<file path="src/rtl/dram_arbiter.sv">
// dram_arbiter: round-robin arbiter sharing one single-port data RAM between
// the CPU memory stage (master 0) and a secondary master (master 1).
// A burst counter bounds how long one master keeps the RAM while the other waits.
module dram_arbiter #(
   parameter int unsigned BURST_MAX = 4,
   parameter int unsigned AW        = 32,
   parameter int unsigned DW        = 32
) (
   input  logic          clk,
   input  logic          rst,
   input  logic          m0_req,
   input  logic          m0_we,
   input  logic [AW-1:0] m0_addr,
   input  logic [3:0]    m0_sel,
   input  logic [DW-1:0] m0_wdata,
   output logic [DW-1:0] m0_rdata,
   output logic          m0_ack,
   output logic          m0_stall,
   input  logic          m1_req,
   input  logic          m1_we,
   input  logic [AW-1:0] m1_addr,
   input  logic [3:0]    m1_sel,
   input  logic [DW-1:0] m1_wdata,
   output logic [DW-1:0] m1_rdata,
   output logic          m1_ack,
   output logic          ram_ce,
   output logic          ram_we,
   output logic [AW-1:0] ram_addr,
   output logic [3:0]    ram_sel,
   output logic [DW-1:0] ram_wdata,
   input  logic [DW-1:0] ram_rdata
);

   localparam logic [1:0] S_IDLE = 2'd0;
   localparam logic [1:0] S_OWN0 = 2'd1;
   localparam logic [1:0] S_OWN1 = 2'd2;
   localparam logic [3:0] C_BMAX = 4'(BURST_MAX);

   logic [1:0] r_state;
   logic [3:0] r_cnt;
   logic       r_last;

   logic       w_own1;
   logic       w_own_req;
   logic       w_oth_req;
   logic [1:0] w_oth_state;
   logic       w_g0;
   logic       w_g1;

   // Owner/other view of the requests so both OWN states share one path
   always_comb begin
      w_own1      = (r_state == S_OWN1);
      w_own_req   = w_own1 ? m1_req : m0_req;
      w_oth_req   = w_own1 ? m0_req : m1_req;
      w_oth_state = w_own1 ? S_OWN0 : S_OWN1;
   end

   // Ownership FSM, burst counter and last-owner tracking
   always_ff @(posedge clk) begin
      if (rst) begin
         r_state <= S_IDLE;
         r_cnt   <= '0;
         r_last  <= 1'b1;
      end else begin
         case (r_state)
            S_IDLE: begin
               // on a tie the master that did not own last wins
               if (m0_req && (!m1_req || r_last)) begin
                  r_state <= S_OWN0;
                  r_cnt   <= 4'd1;
               end else if (m1_req) begin
                  r_state <= S_OWN1;
                  r_cnt   <= 4'd1;
               end
            end
            S_OWN0, S_OWN1: begin
               if (!w_own_req) begin
                  r_last <= w_own1;
                  if (w_oth_req) begin
                     r_state <= w_oth_state;
                     r_cnt   <= 4'd1;
                  end else begin
                     r_state <= S_IDLE;
                  end
               end else if (!w_oth_req) begin
                  if (r_cnt < C_BMAX) r_cnt <= r_cnt + 4'd1;
               end else if (r_cnt < C_BMAX) begin
                  r_cnt <= r_cnt + 4'd1;
               end else begin
                  r_state <= w_oth_state;
                  r_cnt   <= 4'd1;
                  r_last  <= w_own1;
               end
            end
            default: begin
               r_state <= S_IDLE;
               r_cnt   <= '0;
            end
         endcase
      end
   end

   // RAM bus and acks decoded from owner; reset forces the bus idle at once
   // so a write pending in the reset cycle never reaches the RAM
   always_comb begin
      w_g0      = !rst && (r_state == S_OWN0);
      w_g1      = !rst && (r_state == S_OWN1);
      m0_ack    = w_g0 & m0_req;
      m1_ack    = w_g1 & m1_req;
      m0_stall  = m0_req & ~m0_ack;
      m0_rdata  = m0_ack ? ram_rdata : '0;
      m1_rdata  = m1_ack ? ram_rdata : '0;
      ram_ce    = m0_ack | m1_ack;
      ram_we    = (m0_ack & m0_we) | (m1_ack & m1_we);
      ram_addr  = w_g0 ? m0_addr  : (w_g1 ? m1_addr  : '0);
      ram_sel   = w_g0 ? m0_sel   : (w_g1 ? m1_sel   : '0);
      ram_wdata = w_g0 ? m0_wdata : (w_g1 ? m1_wdata : '0);
   end

endmodule

</file>
<file path="config.mk">
export PLATFORM = sky130hd
export DESIGN_NAME = dram_arbiter
export DESIGN_NICKNAME = d
export VERILOG_FILES = /design/src/rtl/dram_arbiter.sv
export SDC_FILE = /design/constraint.sdc
export NUM_CORES = 1
export LEC_CHECK = 0
export CAP_MARGIN = 20
export CORE_AREA = 2 2 121 123
export CTS_BUF_LIST = sky130_fd_sc_hd__clkbuf_16
export DETAILED_ROUTE_END_ITERATION = 10
export DIE_AREA = 0 0 123 125
export SLEW_MARGIN = 20
export SYNTH_ARGS = -nofsm -noshare
export SYNTH_HDL_FRONTEND = slang
export SYNTH_SLANG_ARGS = --single-unit
</file>
<file path="constraint.sdc">
create_clock -name clk -period 2.8 [get_ports clk]
set_input_delay 0.28 -clock clk [delete_from_list [all_inputs] [get_ports clk]]
set_output_delay 0.28 -clock clk [all_outputs]
set_load 0.005 [all_outputs]
</file>
# Word-level counts from Yosys, hierarchy flattened

Index checks and enable logic that the tools add are counted.

Add/sub/neg operators: 1
Multipliers: 0
Divide/modulo/power cells: 0
Order comparisons: 1
Equal/unequal tests: 9
Shift operators: 0
Muxes and demuxes: 29
Bitwise logic cells: 8
Reduce and logical (&&, ||, !) cells: 11

Operators by type and width:

| kind                                                        | count |
|---|---|
| two-way mux 32 bit                                          | 6 |
| two-way mux 4 bit                                           | 9 |
| != test 3 bit (second input constant)                       | 5 |
| two-way mux 2 bit                                           | 7 |
| AND reduction 3 bit                                         | 3 |
| one-hot mux 4 bit (2 select lines)                          | 1 |
| bitwise AND 1 bit                                           | 5 |
| two-way mux 1 bit                                           | 5 |
| adder 4 x 1 -> 4 bit (second input constant)                | 1 |
| less-than comparator 4 x 3 -> 1 bit (second input constant) | 1 |
| one-hot mux 2 bit (2 select lines)                          | 1 |
| logical AND 1 bit                                           | 3 |
| equality test 2 x 1 -> 1 bit (second input constant)        | 1 |
| equality test 2 bit (second input constant)                 | 1 |
| zero test 1 bit                                             | 2 |
| zero test 2 bit                                             | 1 |
| != test 2 x 1 -> 1 bit (second input constant)              | 1 |
| != test 2 bit (second input constant)                       | 1 |
| OR 1 bit                                                    | 2 |
| OR reduction 2 bit                                          | 1 |
| logical OR 1 bit                                            | 1 |
| inverter 1 bit                                              | 1 |

Bits in registers: 7
Latch bits: 0
Memory bits (writable): 0
Memory bits (read-only): 0
Input port bits: 174
Output and inout port bits: 137
Logic and storage cells: 62
Memories: 0

# Depth between registers and ports, before layout

Depth in word-level cells: 6
Depth in mapped cells: 7
Gate-level depth less buffers: 6

# Least setup slack after synthesis

OpenSTA, ideal clock, no wires.

Path kind: register to output
Start: register r_state[0]
End: output port ram_wdata[11]
Arrival time: 1.617 ns
Required time: 2.520 ns
Setup slack: 0.903 ns
Cell stages (with the launch flop): 8
Buffers on the path: 2
Cells stage by stage: dfxtp_1 -> inv_1 -> ha_1 -> inv_1 -> nor3_2 -> buf_2 -> buf_2 -> a22o_1

Word-level cells in the longest chain between the ends: 4
Elaborated cells on any way between the ends: 6
Those cells by class: 2 x eq/ne; 2 x mux; 2 x reduce/logical

RTL lines:

| element                          | RTL line | source |
|---|---|---|
| from (decl)                      | 39       | `logic [1:0] r_state;` |
| from (signal assigned)           | 80       | `r_state <= w_oth_state;` |
| from (signal assigned)           | 90       | `r_state <= w_oth_state;` |
| equality test 2 bit              | --       |  |
| net w_own1                       | 43       | `logic w_own1;` |
| logical AND 1 bit                | 107      | `w_g1 = !rst && (r_state == S_OWN1);` |
| two-way mux 32 bit (2 in series) | 117      | `ram_wdata = w_g0 ? m0_wdata : (w_g1 ? m1_wdata : '0);` |
| to (decl)                        | 30       | `output logic [DW-1:0] ram_wdata,` |

The timed path passes the listed nets, and every way through them passes these cells.

# Final worst setup path

Start: register r_state[0]
End: output port ram_sel[1]

Word-level cells in the longest chain between the ends: 4
Elaborated cells on any way between the ends: 6
Those cells by class: 2 x eq/ne; 2 x mux; 2 x reduce/logical

RTL lines:

| element                         | RTL line | source |
|---|---|---|
| equality test 2 bit             | --       |  |
| net w_own1                      | 43       |  |
| logical AND 1 bit               | 107      |  |
| two-way mux 4 bit (2 in series) | 116      | `ram_sel = w_g0 ? m0_sel : (w_g1 ? m1_sel : '0);` |
| to (decl)                       | 29       | `output logic [3:0] ram_sel,` |

The timed path passes the listed nets, and every way through them passes these cells.

==> impl_metrics.xml <==
<?xml version="1.0" encoding="UTF-8"?>
<metrics>
  <group name="outcome">
    <metric name="status" unit="">finished, final reports clean</metric>
  </group>
  <group name="pwr">
    <metric name="irDropWorstVdd" unit="mV">0.250</metric>
    <metric name="power.density_cell_area" unit="nW/µm²">404</metric>
    <metric name="p_leak" unit="nW">1.98</metric>
  </group>
  <group name="timing">
    <metric name="grt_setup_unrepaired" unit="">false</metric>
    <metric name="slew_headroom" unit="%">61.5</metric>
    <metric name="max_slew.worst_pin.slew" unit="ns">0.574</metric>
    <metric name="timing.final.crit_period" unit="ns">2.63</metric>
    <metric name="pins_over_slew_limit" unit="">0</metric>
    <metric name="tcrit_tclk_final" unit="%">93.9</metric>
    <metric name="clock_skew" unit="ns">0.00201</metric>
    <metric name="setup-violations-final" unit="">0</metric>
    <metric name="hold_slack" unit="ns">0.498</metric>
    <metric name="final-hold-violation-count" unit="">0</metric>
    <metric name="clock.fmax" unit="MHz">381</metric>
    <metric name="finalSetupTns" unit="ns">0</metric>
  </group>
  <group name="clock_network">
    <metric name="htree_num_levels" unit="">1</metric>
    <metric name="insertion_delay" unit="ns">0.23</metric>
    <metric name="postCtsHoldBufs" unit="">0</metric>
    <metric name="buffers_from_clock_root_to_sink_at_most" unit="">2</metric>
    <metric name="cts_buffer_count" unit="">3</metric>
    <metric name="clock-sinks" unit="">7</metric>
    <metric name="tritoncts" unit="">yes</metric>
    <metric name="clk_pin_slew" unit="ns">0.04</metric>
    <metric name="root_buffer" unit="">sky130_fd_sc_hd__clkbuf_16</metric>
  </group>
  <group name="setup_path">
    <metric name="path_class" unit="">reg -&gt; out</metric>
    <metric name="crit_path_max_fanout" unit="">32</metric>
    <metric name="critical_path.max_stage_delay" unit="ns">0.53</metric>
    <metric name="worstReg2RegEnd" unit="">r_cnt[2]$_SDFFE_PP0P_</metric>
    <metric name="critical-path-top-cell-by-count" unit="">sky130_fd_sc_hd__inv_1</metric>
    <metric name="critical-path-top-delay-family" unit="">buffers and inverters</metric>
    <metric name="reg2reg_slack" unit="ns">0.75</metric>
    <metric name="regToRegStartpoint" unit="">r_state[0]$_SDFFE_PP0P_</metric>
    <metric name="worst_setup_path_endpoint" unit="">ram_sel[1]</metric>
    <metric name="critical_path.n_buffers_inverters" unit="">5</metric>
    <metric name="cp-start-kind" unit="">flop</metric>
    <metric name="startpoint" unit="">r_state[0]$_SDFFE_PP0P_</metric>
    <metric name="worstPathArrival" unit="ns">2.35</metric>
    <metric name="crit_path_end_kind" unit="">primary output</metric>
    <metric name="critPathSlowestCell" unit="">sky130_fd_sc_hd__clkdlybuf4s50_1</metric>
    <metric name="critical_path.cell_chain" unit="">inv_1 &gt; ha_2 &gt; inv_1 &gt; nor3_4 &gt; buf_4 &gt; buf_12 &gt; a22o_1 &gt; clkdlybuf4s50_1</metric>
    <metric name="timing.reg2reg.worst_path_depth" unit="">6</metric>
    <metric name="cp.required" unit="ns">2.52</metric>
    <metric name="path_depth" unit="">8</metric>
  </group>
  <group name="synthesis">
    <metric name="adder_cell_fraction_of_synth_area" unit="%">3.74</metric>
    <metric name="synth_compound_area_share" unit="%">47.8</metric>
    <metric name="netlist.area_leader.share" unit="%">36.2</metric>
    <metric name="syn_nets" unit="">401</metric>
    <metric name="synth_seq_area_share" unit="%">8.38</metric>
    <metric name="synth.mux.area_fraction" unit="%">1.50</metric>
    <metric name="synth_cell_types" unit="">37</metric>
    <metric name="synth-simple-area-share" unit="%">31.1</metric>
    <metric name="fraction_of_synthesized_cell_area_in_xor_and_xnor_cells" unit="%">0</metric>
    <metric name="synth_top_family_by_area" unit="">compound AO/OA/AOI/OAI gates</metric>
    <metric name="synth_top_cells_by_area" unit="">sky130_fd_sc_hd__a22o_1, sky130_fd_sc_hd__and2_1, sky130_fd_sc_hd__and3_1</metric>
    <metric name="synth-edff-count" unit="">0</metric>
    <metric name="cell_count_after_synthesis" unit="">222</metric>
    <metric name="synthesis_warning_total" unit="">0</metric>
    <metric name="dominantRegCellSynth" unit="">sky130_fd_sc_hd__dfxtp_1</metric>
    <metric name="synthesized_area" unit="µm²">1670</metric>
    <metric name="post-synth-top-area-cell" unit="">sky130_fd_sc_hd__a22o_1</metric>
    <metric name="synth.avg_cell_area" unit="µm²">7.53</metric>
    <metric name="ys_ff_latch" unit="">7</metric>
    <metric name="async_reset_ff_share" unit="%">0</metric>
  </group>
  <group name="drt">
    <metric name="drtIter0Drc" unit="">89</metric>
    <metric name="totalWireLength" unit="µm">12000</metric>
    <metric name="drt_first_pass_iters" unit="">4</metric>
    <metric name="post_drt_via_cell_ratio" unit="">4.31</metric>
    <metric name="post_drt_wl_per_cell" unit="µm">17.1</metric>
    <metric name="route.detailed.drc" unit="">0</metric>
    <metric name="num_vias" unit="">3030</metric>
    <metric name="route.antenna.remaining_nets" unit="">0</metric>
  </group>
  <group name="grt">
    <metric name="grt_overflow" unit="">0</metric>
    <metric name="grt_max_degree" unit="">66</metric>
    <metric name="first_global_vias" unit="">3113</metric>
    <metric name="grtUsageTotal" unit="%">14.1</metric>
    <metric name="grt_antenna_before_repair" unit="">0</metric>
    <metric name="wire_length_of_the_first_global_routing_pass" unit="µm">17200</metric>
  </group>
  <group name="cells_and_area">
    <metric name="leading_cell_types_in_the_layout_fill_and_taps_excluded" unit="">sky130_fd_sc_hd__clkdlybuf4s50_1, sky130_fd_sc_hd__a22o_1, sky130_fd_sc_hd__and2_1</metric>
    <metric name="finish.net_count" unit="">699</metric>
    <metric name="final_layout_size_suffix_gt1_share" unit="%">4.43</metric>
    <metric name="num_antenna_cells" unit="">0</metric>
    <metric name="most_frequent_standard_cell_in_the_layout_excluding_fill_and_tap_cells" unit="">sky130_fd_sc_hd__clkdlybuf4s50_1</metric>
    <metric name="syn2layout_area_growth" unit="%">205</metric>
    <metric name="final_core_utilization" unit="%">35.9</metric>
  </group>
  <group name="die">
    <metric name="core_area" unit="µm²">14200</metric>
    <metric name="dieWidth" unit="µm">123</metric>
    <metric name="initial_utilization" unit="%">11.8</metric>
    <metric name="dieArea" unit="µm²">15400</metric>
    <metric name="die_h" unit="µm">125</metric>
    <metric name="std_cell_rows" unit="">44</metric>
    <metric name="io_pins" unit="">311</metric>
  </group>
  <group name="job">
    <metric name="max_cap_viol_count" unit="">0</metric>
  </group>
  <group name="hold_path">
    <metric name="holdCritPathClass" unit="">reg -&gt; reg</metric>
  </group>
  <group name="placed_design">
    <metric name="detailedPlacementHpwl" unit="µm">9790</metric>
    <metric name="buffer_ports.inserted" unit="">310</metric>
    <metric name="place.gp.congestion" unit="">0.885</metric>
  </group>
</metrics>
-- through the flow --
step,area [µm²],cells,power [mW],worst slack (ns)
final,5100,703,2.06,0.172
after global routing,5100,703,2.19,0.0274
after CTS,5100,702,2.07,0.0285
after detailed placement,5010,698,1.81,0.202
after global placement,5010,698,1.80,0.216
after floorplan,1670,222,0.809,0.903
-- final cells by class --
class	instances	area, µm²
inverter	6	22.5
sequential	7	140
multi-input combinational	183	1420
tap	184	230
fill	1440	9100
timing repair buffer	319	3210
clock buffer	3	75.1
clock inverter	1	3.75
-- worst min-delay path by stage --
stage | from | to | slack (ns) | cells after the start
2_1_floorplan | r_cnt[1]$_SDFFE_PP0P_ | r_cnt[1]$_SDFFE_PP0P_ | 0.45 | 2
3_3_place_gp | r_cnt[1]$_SDFFE_PP0P_ | r_cnt[1]$_SDFFE_PP0P_ | 0.47 | 2
3_5_place_dp | r_cnt[1]$_SDFFE_PP0P_ | r_cnt[1]$_SDFFE_PP0P_ | 0.49 | 2
4_1_cts | r_cnt[3]$_SDFFE_PP0P_ | r_cnt[3]$_SDFFE_PP0P_ | 0.50 | 1
5_1_grt | r_cnt[1]$_SDFFE_PP0P_ | r_cnt[1]$_SDFFE_PP0P_ | 0.51 | 2
6_report | r_cnt[3]$_SDFFE_PP0P_ | r_cnt[3]$_SDFFE_PP0P_ | 0.50 | 1
-- layer usage --
metal | global-route usage (%) | share of wire (%) | vias up
li1 | - | - | 1458
met1 | 16.6 | 39 | 1374
met2 | 25.1 | 47 | 188
met3 | 4.52 | 12 | 10
met4 | 2.27 | 1.4 | 0
met5 | 0 | 0 | -
-- cells in the mapped netlist (2+ instances only) --
| master | count |
|---|---|
| sky130_fd_sc_hd__a22o_1 | 69 |
| sky130_fd_sc_hd__and2_1 | 33 |
| sky130_fd_sc_hd__and3_1 | 32 |
| sky130_fd_sc_hd__clkbuf_1 | 22 |
| sky130_fd_sc_hd__dfxtp_1 | 7 |
| sky130_fd_sc_hd__inv_1 | 6 |
| sky130_fd_sc_hd__o21ai_0 | 6 |
| sky130_fd_sc_hd__ha_1 | 5 |
| sky130_fd_sc_hd__nor2_1 | 4 |
| sky130_fd_sc_hd__a21oi_1 | 3 |
| sky130_fd_sc_hd__buf_2 | 3 |
| sky130_fd_sc_hd__a211o_2 | 2 |
| sky130_fd_sc_hd__a21boi_0 | 2 |
| sky130_fd_sc_hd__nand2b_1 | 2 |
| sky130_fd_sc_hd__nand3_1 | 2 |
| sky130_fd_sc_hd__nor2b_1 | 2 |
| sky130_fd_sc_hd__or4_1 | 2 |
-- what timing repair did --
item | in CTS | in global routing
pin swaps | 0 | 1
setup buffers | 0 | 1
setup endpoints to repair | 2 | 3
resized for setup | 1 | 0
-- flip-flops by register name (all words and copies together), names as in the netlist --
name and flops:
r_cnt 4, r_state 2, r_last 1
-- cells by family (layout without fill, tap and decap cells) --
family                   Yosys count  after routing
AO/OA/AOI/OAI                     93             93
AND/OR/NAND/NOR                   83             83
buffers and inverters             32            329
flip-flops                         7              7
adder cells (fa/ha/maj)            5              5
multiplexers                       2              2
-- where the power goes --
part / leakage, nW / internal (mW) / switching [mW]
Combinational: 1.88 / 1.00 / 0.669
Sequential: 0.0573 / 0.128 / 0.0202
Clock: 0.0423 / 0.186 / 0.0543
Total: 1.98 / 1.32 / 0.744
(Power assumes the default switching activity.)
